**src/rtl/fwd_stall_unit.sv**
```systemverilog
// Operand-forwarding selects, hazard stall/bubble control, MUL/DIV busy tracking
// and a saturating stall-cycle counter for an in-order pipeline.
module fwd_stall_unit #(
    parameter int NSTG       = 3,
    parameter int SELW       = 2,
    parameter int MUL_CYCLES = 4,
    parameter int DIV_CYCLES = 33,
    parameter int CNT_W      = 32
) (
    input  logic              clk,
    input  logic              rst,
    input  logic [NSTG-1:0]   stg_wr,
    input  logic [5*NSTG-1:0] stg_rd,
    input  logic [NSTG-1:0]   stg_rdy,
    input  logic              ex_wr,
    input  logic [4:0]        ex_rd,
    input  logic              ex_is_load,
    input  logic [4:0]        ex_rs,
    input  logic [4:0]        ex_rt,
    input  logic [4:0]        id_rs,
    input  logic [4:0]        id_rt,
    input  logic              id_rs_used,
    input  logic              id_rt_used,
    input  logic              id_early,
    input  logic              id_md_start,
    input  logic              id_md_div,
    input  logic              id_hilo_rd,
    input  logic              ex_flush,
    output logic [SELW-1:0]   ex_rs_sel,
    output logic [SELW-1:0]   ex_rt_sel,
    output logic [SELW-1:0]   id_rs_sel,
    output logic [SELW-1:0]   id_rt_sel,
    output logic              pc_wr,
    output logic              ifid_wr,
    output logic              inst_sram_en,
    output logic              id_bubble,
    output logic              stall,
    output logic              md_busy,
    output logic [CNT_W-1:0]  stall_cnt
);

    localparam int MD_MAX = (DIV_CYCLES > MUL_CYCLES) ? DIV_CYCLES : MUL_CYCLES;
    localparam int MDW    = $clog2(MD_MAX + 1);

    // Scan oldest to youngest so the youngest matching stage is the last write.
    function automatic logic [SELW-1:0] fwd_sel(input logic [4:0]        src,
                                                input logic [NSTG-1:0]   wr,
                                                input logic [5*NSTG-1:0] rd);
        logic [SELW-1:0] sel;
        sel = '0;
        for (int k = NSTG; k >= 1; k--) begin
            if (wr[k-1] && (rd[5*k-1 -: 5] != 5'd0) && (rd[5*k-1 -: 5] == src))
                sel = SELW'(k);
        end
        return sel;
    endfunction

    function automatic logic not_ready(input logic [SELW-1:0] sel,
                                       input logic [NSTG-1:0] rdy);
        logic nr;
        nr = 1'b0;
        for (int k = 1; k <= NSTG; k++) begin
            if ((sel == SELW'(k)) && !rdy[k-1])
                nr = 1'b1;
        end
        return nr;
    endfunction

    logic [SELW-1:0] id_rs_win;
    logic [SELW-1:0] id_rt_win;
    logic            ex_hit;
    logic            h1, h2, h3, h4;
    logic            hazard;
    logic            hold_q;
    logic            run;
    logic            accept;
    logic [MDW-1:0]  md_cnt;

    assign ex_rs_sel = fwd_sel(ex_rs, stg_wr, stg_rd);
    assign ex_rt_sel = fwd_sel(ex_rt, stg_wr, stg_rd);
    assign id_rs_win = fwd_sel(id_rs, stg_wr, stg_rd);
    assign id_rt_win = fwd_sel(id_rt, stg_wr, stg_rd);
    assign id_rs_sel = id_early ? id_rs_win : '0;
    assign id_rt_sel = id_early ? id_rt_win : '0;

    assign ex_hit = ex_wr && (ex_rd != 5'd0) &&
                    ((id_rs_used && (id_rs == ex_rd)) || (id_rt_used && (id_rt == ex_rd)));
    assign h1     = ex_is_load && ex_hit;
    assign h2     = id_early && ex_hit;
    assign h3     = (id_rs_used && not_ready(id_rs_win, stg_rdy)) ||
                    (id_rt_used && not_ready(id_rt_win, stg_rdy));
    assign h4     = md_busy && (id_hilo_rd || id_md_start);
    assign hazard = h1 || h2 || h3 || h4;

    // A flush must redirect fetch even while a hazard is pending.
    always_comb begin
        run = 1'b1;
        if (rst || hold_q)
            run = 1'b0;
        else if (ex_flush)
            run = 1'b1;
        else if (hazard)
            run = 1'b0;
    end

    assign pc_wr        = run;
    assign ifid_wr      = run;
    assign inst_sram_en = run;
    assign id_bubble    = ~run;
    assign stall        = ~run;

    always_ff @(posedge clk or posedge rst) begin
        if (rst)
            hold_q <= 1'b1;
        else
            hold_q <= 1'b0;
    end

    // A running op is older than any flush, so only reset stops the count.
    assign accept = id_md_start && !stall && !ex_flush;

    always_ff @(posedge clk or posedge rst) begin
        if (rst)
            md_cnt <= '0;
        else if (accept)
            md_cnt <= id_md_div ? MDW'(DIV_CYCLES) : MDW'(MUL_CYCLES);
        else if (md_cnt != '0)
            md_cnt <= md_cnt - MDW'(1);
    end

    assign md_busy = (md_cnt != '0);

    always_ff @(posedge clk or posedge rst) begin
        if (rst)
            stall_cnt <= '0;
        else if (stall && !hold_q && (stall_cnt != '1))
            stall_cnt <= stall_cnt + CNT_W'(1);
    end

endmodule

```
**config.mk**
```make
export PLATFORM = sky130hd
export DESIGN_NAME = fwd_stall_unit
export DESIGN_NICKNAME = d
export VERILOG_FILES = /design/src/rtl/fwd_stall_unit.sv
export SDC_FILE = /design/constraint.sdc
export NUM_CORES = 1
export LEC_CHECK = 0
export ABC_AREA = 1
export CAP_MARGIN = 0
export CORE_MARGIN = 2
export CORE_UTILIZATION = 40
export CTS_CLUSTER_SIZE = 24
export DETAILED_ROUTE_END_ITERATION = 8
export GPL_ROUTABILITY_DRIVEN = 0
export GPL_TIMING_DRIVEN = 1
export PLACE_DENSITY_LB_ADDON = 0.1
export RECOVER_POWER = 25
export SLEW_MARGIN = 25
export SYNTH_ARGS = -nofsm -noshare
export SYNTH_HDL_FRONTEND = slang
export SYNTH_SLANG_ARGS = --single-unit
```
**constraint.sdc**
```tcl
create_clock -name clk -period 2.8 [get_ports clk]
set_input_delay 0.56 -clock clk [delete_from_list [all_inputs] [get_ports clk]]
set_output_delay 0.56 -clock clk [all_outputs]
set_load 0.02 [all_outputs]
```
==> out/results.ini <==
[run_status]
status=completed

[synth]
synth_edf_count=0
synth_flop_cell=dfrtp_1
ys_types=38
seq_area_frac_synth=0.257
syn_avg_cell_area_um2=6.90
synth_most_common_cell=nand2_1
synthesis.nets=609
netlist_instances=550
netlist_area_mm2=0.00380
synthTopCellsByArea=dfrtp_1 (25%), nand2_1 (14%), xor2_1 (12%), xnor2_1 (7.4%), inv_1 (6.0%)
synth-async-reset-ratio=1.00
yosys_warnings=0
yosysTopAreaCell=dfrtp_1
ys_ff_latch=39
synth_top_cell_area_share=0.250
synth_commonest_cells=nand2_1 (140), inv_1 (61), xor2_1 (50), nor2_1 (43), dfrtp_1 (38)

[floorplan]
die_w_um=101
pin_count=103
placementRows=35
core_area_mm2=0.00924
die-area_mm2=0.0103
die_y_um=101
start_util=0.411

[worst_setup_path]
critPathLaunchType=primary input
path_max_fanout=3
regToRegStartpoint=stall_cnt[0]
reg2regPathDepth=12
r2r-end=stall_cnt[27]
path_class=primary input to output port
crit_required_ps=2240
rrSetupSlack_ps=380
cp-end-kind=output port
arrival_ps=2130

[cells_and_area]
nets=754
multi_input_area_mm2=0.00246
drive_gt1_frac=0.259
regArea_um2=977
final_util=0.578
n_antenna_cell=0
fillCellCount=896
syn_to_final_growth_pct=40.5

[pwr]
ir_drop_mv=0.253
power.share.sequential=0.346
total_power_mw=2.41
p_leak_nw=2.58
p_int_mw=1.42
power_frac_clock=0.158
power.density_mw_per_mm2=451
comb_power_share=0.497
power_switching_share=0.410
p_sw_mw=0.987

[sta]
finalHoldViolCount=0
period_share=0.962
slew_viol_final=0
setup_tns_ps=0
min_period_ps=2690
fin_skew_ps=17.1
setup_slack_ps=105
grt_setup_unrepaired=false
hold_slack_ps=550
max_slew.worst_pin.slew_ps=984
slew_headroom=0.344
setup_viol=0
fmax_mhz=371

[cts]
cts_num_sinks=39
numCtsBuffers=5
clk_latency_ps=300
cts_tree=yes
cts.clk_slew.worst_paths_ps=80
cts_buffer_depth=2
root_buffer=clkbuf_8
htree_levels=2

[global_route]
grt_max_degree=40
antenna_found_initial=0
grt_pass1_vias=4104
grt_pass1_wl_um=19200
grt.overflow.total=0
grt_usage=0.233

[route]
vias_per_cell=4.89
ant_nets=0
routed_wl_um=11500
first_iter_violations=153
firstDrtPassIters=4
wire_per_inst_um=13.9
vias=4038
drc_errors=0

[min_path]
hold_path_end=md_cnt[3]
min_path_cells=2
min_path_type=flip-flop to flip-flop
worstHoldStart=md_cnt[3]

[placement]
dp_slack_ps=-671
port_buffers=102
dp_hpwl_um=9400

[run]
maxCapViolCount=0

## kinds of logic (layout without fill, tap and decap cells)
family	Yosys count	count (layout)	share of synthesized area
AND/OR/NAND/NOR	280	280	0.340
AO/OA/AOI/OAI	49	49	0.0850
other	1	1	0.000988
buffers and inverters	97	243	0.121
flip-flops	39	39	0.257
adder cells (fa/ha/maj)	2	2	0.00659
XOR/XNOR	82	82	0.189
## worst max path at each step
stage	slack, ps	to	start	depth (start not counted)
6_report	110	ex_rt_sel[1]	ex_rt[1]	7
5_1_grt	1	inst_sram_en	md_cnt[0]	15
4_1_cts	3	inst_sram_en	ex_rd[1]	14
2_1_floorplan	290	inst_sram_en	stg_rd[0]	13
3_3_place_gp	-630	ifid_wr	stg_rd[10]	14
3_5_place_dp	-670	inst_sram_en	stg_rd[10]	16
## layer usage
layer	wire (µm)	track usage	vias up
met5	0	0	-
met4	159	0.0499	0
met3	542	0.0324	17
met2	5440	0.388	118
met1	5350	0.324	1884
li1	-	-	2019
## flip-flops by register name, summed over array words and instances (netlist names)
| register | flops |
|---|---|
| hold_q | 1 |
| stall_cnt | 32 |
| md_cnt | 6 |
## critical path: stages
cell and delay [ps]:
clkdlybuf4s50_1 560, xnor2_1 140, nand2_1 80, nor4_2 270, inv_1 70, a21oi_1 130
clkdlybuf4s15_1 320
## power by group through the flow
stage,Sequential [mW],Clock [mW],Combinational [mW]
2_1_floorplan,0.909,0,0.617
3_3_place_gp,0.832,0,1.16
3_5_place_dp,0.842,0,1.19
4_1_cts,0.830,0.390,1.19
5_1_grt,0.850,0.417,1.33
6_report,0.832,0.379,1.20
## cells in the final DEF (no fill, tap or decap), types with 3 or more instances in the layout
| cell type | instances |
|---|---|
| dlymetal6s2s_1 | 5 |
| clkbuf_8 | 5 |
| dlygate4sd2_1 | 10 |
| nand3_2 | 3 |
| a21oi_1 | 9 |
| nor3_2 | 6 |
| clkdlybuf4s15_1 | 3 |
| nor4_1 | 9 |
| buf_4 | 61 |
| o21ai_1 | 9 |
| nor2_2 | 7 |
| dfrtp_1 | 38 |
| inv_2 | 15 |
| nand4_1 | 15 |
| nand3_1 | 15 |
| xor2_1 | 50 |
| inv_1 | 56 |
| nor3_1 | 18 |
| clkdlybuf4s50_1 | 58 |
| xnor2_1 | 32 |
| a21oi_2 | 4 |
| nor2_1 | 37 |
| nand2_2 | 21 |
| clkbuf_2 | 21 |
| nand2_1 | 138 |
| o21ai_2 | 17 |
## cell type report
type / count / share of cell area
clock inverter: 2 / 0.00234
timing repair buffer: 163 / 0.259
clock buffer: 6 / 0.0136
sequential: 39 / 0.183
inverter: 72 / 0.0511
tap: 129 / 0.0302
multi-input combinational: 414 / 0.460
## repair_timing
action	CTS	global route
gates resized for setup	58	80
hold buffers	0	0
hold endpoints to repair	0	0
pin swaps	3	12
setup buffers	1	1
endpoints found under the setup margin	13	13
## through the flow
step | instance area [µm²] | cells
3_5_place_dp | 5260 | 815
5_1_grt | 5340 | 825
2_1_floorplan | 3800 | 550
3_3_place_gp | 5260 | 815
4_1_cts | 5310 | 824
6_report | 5340 | 825
Note: power is estimated with default switching activity, not from simulation.
